==> config.mk <==
export PLATFORM = sky130hd
export DESIGN_NAME = mem_stream_writeback
export DESIGN_NICKNAME = d
export VERILOG_FILES = /design/src/rtl/mem_stream_writeback.sv
export SDC_FILE = /design/constraint.sdc
export NUM_CORES = 2
export LEC_CHECK = 0
export CAP_MARGIN = 20
export CORE_MARGIN = 4
export CORE_UTILIZATION = 57
export CTS_CLUSTER_SIZE = 14
export DETAILED_ROUTE_END_ITERATION = 10
export PLACE_DENSITY = 0.8
export SETUP_SLACK_MARGIN = 0.1
export SLEW_MARGIN = 40
export SYNTH_ARGS = -nofsm -noshare
export SYNTH_HDL_FRONTEND = slang
export SYNTH_SLANG_ARGS = --single-unit
==> constraint.sdc <==
create_clock -name clk -period 161.5 [get_ports clk]
set_clock_uncertainty 0.15 [all_clocks]
set_input_delay 48.45 -clock clk [delete_from_list [all_inputs] [get_ports clk]]
set_output_delay 48.45 -clock clk [all_outputs]
set_load 0.005 [all_outputs]
==> src/rtl/mem_stream_writeback.sv <==
// mem_stream_writeback: masks memory responses, queues them in a FIFO and drains them in order into the SRF; STREAM_WB_BYPASS_EN enables the direct-load path
module mem_stream_writeback #(
  parameter int NUM_STREAM_ID       = 5,
  parameter int MIN_VEC_LENGTH      = 16,
  parameter int NUM_TILES_PER_SLICE = 20,
  parameter int FIFO_DEPTH          = 4
) (
  input  logic                                                 clk,
  input  logic                                                 rst,
  input  logic                                                 mem_ready,
  input  logic [NUM_TILES_PER_SLICE-1:0][MIN_VEC_LENGTH-1:0]   read_data,
  input  logic [NUM_STREAM_ID-1:0]                             output_stream_id,
  input  logic [MIN_VEC_LENGTH-1:0]                            vector_length,
  input  logic                                                 srf_write_ready,
  output logic                                                 srf_write_enable,
  output logic [NUM_STREAM_ID-1:0]                             stream_dest,
  output logic [NUM_TILES_PER_SLICE-1:0][MIN_VEC_LENGTH-1:0]   write_stream,
  output logic [$clog2(FIFO_DEPTH+1)-1:0]                      fifo_count,
  output logic                                                 overflow,
  output logic                                                 busy
);
  localparam int AW = $clog2(FIFO_DEPTH);
  localparam int CW = $clog2(FIFO_DEPTH+1);
  typedef logic [NUM_TILES_PER_SLICE-1:0][MIN_VEC_LENGTH-1:0] vec_t;
  typedef enum logic {EMPTY, FULL} state_t;
  state_t state, state_nx;
  vec_t masked;
  vec_t mem_data [FIFO_DEPTH];
  logic [NUM_STREAM_ID-1:0] mem_id [FIFO_DEPTH];
  logic [AW-1:0] wr_ptr, rd_ptr;
  logic [MIN_VEC_LENGTH-1:0] len;
  logic take, pop, push, bypass, drop, load;
  assign len = (vector_length == '0 || vector_length > MIN_VEC_LENGTH'(NUM_TILES_PER_SLICE))
             ? MIN_VEC_LENGTH'(NUM_TILES_PER_SLICE) : vector_length;
  for (genvar g = 0; g < NUM_TILES_PER_SLICE; g++) begin : g_mask
    assign masked[g] = (MIN_VEC_LENGTH'(g) < len) ? read_data[g] : '0;
  end
  assign srf_write_enable = state == FULL;
  assign busy = fifo_count != '0 || srf_write_enable;
  always_comb begin
    take = state == FULL && srf_write_ready;
    pop = fifo_count != '0 && (state == EMPTY || take);
`ifdef STREAM_WB_BYPASS_EN
    bypass = mem_ready && fifo_count == '0 && (state == EMPTY || take);
`else
    bypass = 1'b0;
`endif
    drop = mem_ready && fifo_count == CW'(FIFO_DEPTH) && !pop;
    push = mem_ready && !bypass && !drop;
    load = pop || bypass;
    state_nx = load ? FULL : take ? EMPTY : state;
  end
  always_ff @(posedge clk)
    state <= rst ? EMPTY : state_nx;
  always_ff @(posedge clk)
    if (!rst && push) begin
      mem_data[wr_ptr] <= masked;
      mem_id[wr_ptr] <= output_stream_id;
    end
  always_ff @(posedge clk)
    if (rst) begin
      wr_ptr <= '0;
      rd_ptr <= '0;
      fifo_count <= '0;
      overflow <= 1'b0;
      stream_dest <= '0;
      write_stream <= '0;
    end else begin
      wr_ptr <= wr_ptr + AW'(push);
      rd_ptr <= rd_ptr + AW'(pop);
      fifo_count <= fifo_count + CW'(push) - CW'(pop);
      overflow <= overflow | drop;
      if (load) begin
        write_stream <= bypass ? masked : mem_data[rd_ptr];
        stream_dest <= bypass ? output_stream_id : mem_id[rd_ptr];
      end
    end
endmodule

==> summary.md <==
| Metric | Value |
|---|---|
| Outcome | `completed` |
| GRT Util Overall | `about 28%` |
| Yosys cell types | `42` |
| Reg2reg path depth | `7` |
| Root Buffer | `clkbuf_16` |
| CP Max Fanout | `108` |
| Setup_tns | `0 ps` |
| RSZ-0062 raised after global routing | `no` |
| Die Ht | `around 340 um` |
| Worst hold start | `write_stream[214]$_SDFFE_PP0P_` |
| Slew Viols, Final | `0` |
| Share of cells above drive strength 1 | `about 15%` |
| Largest net degree at the start of global routing | `around 150` |
| Commonest cells after routing, fill and taps aside | `edfxtp_1, clkdlybuf4s50_1, dfxtp_1` |
| Cells on Worst Hold Path | `2` |
| FP Rows | `120` |
| Worst r2r src | `srf_write_enable$_SDFFE_PP0P_` |
| R2R Setup Slk | `157420 ps` |
| Worst-skew pair later-pin latency | `770 ps` |
| CP Data Arrival Time | `between 50000 and 60000 ps` |
| Area growth syn-to-layout | `21.8%` |
| Fin nets | `between 4000 and 5000` |
| Clk sinks | `roughly 1600` |
| Top cells by area, synth | `edfxtp_1, mux4_2, dfxtp_1` |
| Async SR Flop Fraction | `0%` |
| Starting Density | `approximately 58%` |
| Total global routing overflow | `0` |
| Clock-pin slew on the worst setup and hold paths | `around 60 ps` |
| Layout Utilization | `a little over two thirds` |
| Max_slew headroom | `41.4%` |
| Setup WS pre-CTS | `108720 ps` |
| Peak supply drop | `about 0.000013 V` |
| HP Class | `register to register` |
| 1st-iter DRT viols | `4096` |
| PwrDens | `about 16 mW/mm^2` |
| Core area | `approximately 0.11 sq mm` |
| Cell Area, Placed | `0.0702 sq mm` |
| Crit. End Element | `register` |
| Synthesized instance count | `~3700` |
| Post-cts resize count | `0` |
| 1st-pass router iterations | `6` |
| Inst Count DP | `roughly 5500` |
| Fmax | `19.3 MHz` |
| Net Count, Synth | `roughly 4000` |
| Initial antenna violation count | `11` |
| Max cap viols | `0` |
| Tmin final | `between 50000 and 60000 ps` |
| Critical Path Source Type | `input port` |
| Global-route wire length before repair | `~240000 um` |
| Final Instance Area | `0.0757 sq mm` |
| Synthesis Warnings | `0` |
| Routed wire length | `around 160000 um` |
| Yosys top cell area share | `62.8%` |
| WP data required | `161730 ps` |
| DRT antenna net count | `0` |
| Pleak | `~24 nW` |
| PortBufs | `between 600 and 700` |
| Endpoints failing setup | `0` |
| Post-CTS Setup Bufs | `0` |
| Residual DRC count | `0` |
| Ports | `between 600 and 700` |
| CTS tree | `built` |
| Post-synth EDFFs | `1300` |
| Commonest non-fill, non-tap cell in the layout | `edfxtp_1` |
| Dpl hpwl | `96800 um` |
| Number of global-route vias before repair | `between 30000 and 40000` |
| Part of the cycle the worst path needs | `~32%` |
| Die area | `0.114 sq mm` |
| Vias per std cell | `around 6.4` |
| H-tree depth | `4` |
| Worst Slack Setup Final | `roughly 110000 ps` |
| Non-filler cells, final | `approximately 5800` |
| Post-CTS Hold Fix Bufs | `0` |
| Top_reg_cell synth | `edfxtp_1` |
| Worst R2R End | `mem_data[1][312]$_DFFE_PP_` |
| Inserted Clock Buffers | `between 150 and 200` |
| Sequential share of the synthesized area | `between 70% and 80%` |
| CP Class | `input port to register` |
| Post-Syn Area | `around 0.062 sq mm` |
| Final hold violation count | `0` |
| Worst-Margin Slew | `879 ps` |
| Clock tree buffer depth | `3` |
| Vias | `about 37000` |
| Chip Width | `about 340 um` |
| Cell taking the most area after synthesis | `edfxtp_1` |
| Worst min-delay path endpoint | `write_stream[214]$_SDFFE_PP0P_` |
| Routed len/inst | `roughly 28 um` |
| GPL Wtd Cong | `between 0.7 and 0.8` |
| Syn Area/Cell | `~17 sq um` |
| Flops & latches, synth | `between 1500 and 2000` |
## area by class of cell
cell class | instances | area [sq um]
Inverter | 37 | 139
Multi-Input combinational cell | 1672 | 15100
Tap cell | 1403 | 1760
Fill cell | 6535 | 31900
Sequential cell | 1634 | 45700
Timing Repair Buffer | 748 | 7630
Clock buffer | 233 | 4630
Antenna cell | 9 | 22.5
Clock inverter | 68 | 767
## how the worst max path moves through the flow
stage                          from                          to  slack (ps)
floorplan           srf_write_ready    mem_data[1][0]$_DFFE_PP_       77440
global placement    srf_write_ready   mem_data[2][20]$_DFFE_PP_      108310
detailed placement  srf_write_ready  mem_data[2][314]$_DFFE_PP_      108720
CTS                 srf_write_ready  mem_data[2][224]$_DFFE_PP_      109510
global route        srf_write_ready  mem_data[1][312]$_DFFE_PP_      109580
finish              srf_write_ready  mem_data[1][312]$_DFFE_PP_      109650
## sequential cells by signal, summed over array words and instances, names as in the netlist
name,count
srf_write_enable,1
rd_ptr,2
overflow,1
fifo_count,3
write_stream,320
wr_ptr,2
mem_data,1280
stream_dest,5
mem_id,20
## power breakdown
group	total [W]	switching, W	internal (W)
clock	0.000377	0.000156	0.000221
sequential	0.000527	0.0000258	0.000501
combinational	0.000325	0.000173	0.000152
## metrics by stage
stage | hold slack (ps) | power (W)
after CTS | 324 | 0.00124
after detailed placement | 316 | 0.000857
final | 322 | 0.00123
after global routing | 339 | 0.00128
after floorplan | 315 | 0.000718
after global placement | 311 | 0.000847
## cells in the mapped netlist (3+ instances only)
library cell     n
inv_1           37
nor2_1           8
xnor2_1          4
buf_1           53
a31oi_1         32
dfxtp_1        334
nor2b_1         20
ha_1             3
clkbuf_1       209
a21boi_0       188
nand3_1        327
nor4_4           3
a21boi_1        68
mux4_2         325
o21ai_0        327
a21oi_1        326
buf_4           20
edfxtp_1      1300
buf_2           48
nor3_1           4
or3_1            3
nand2_1          6
## metal layers
metal	vias up	track usage, %	routed length, um
met2	2279	45.3	81300
met1	19000	37.8	59700
met5	-	0	0
li1	15700	-	-
met3	342	6.36	16100
met4	0	13.1	7540
## cell families after synthesis
| family | after synthesis | synth area share, % |
|---|---|---|
| multiplexers | 326 | 11.8 |
| XOR/XNOR | 5 | 0.0704 |
| adder cells (fa/ha/maj) | 4 | 0.0926 |
| buffers and inverters | 367 | 2.43 |
| AND/OR/NAND/NOR | 389 | 3.32 |
| AO/OA/AOI/OAI | 948 | 8.76 |
| flip-flops | 1634 | 73.5 |
## worst max-delay path: stages
cell	delay (ps)
clkdlybuf4s50_1	530
nor2b_4	60
buf_12	190
a31o_2	380
nor4b_2	330
buf_6	570
buf_6	620
buf_4	750
No activity file was read; power rests on OpenSTA's default activity.
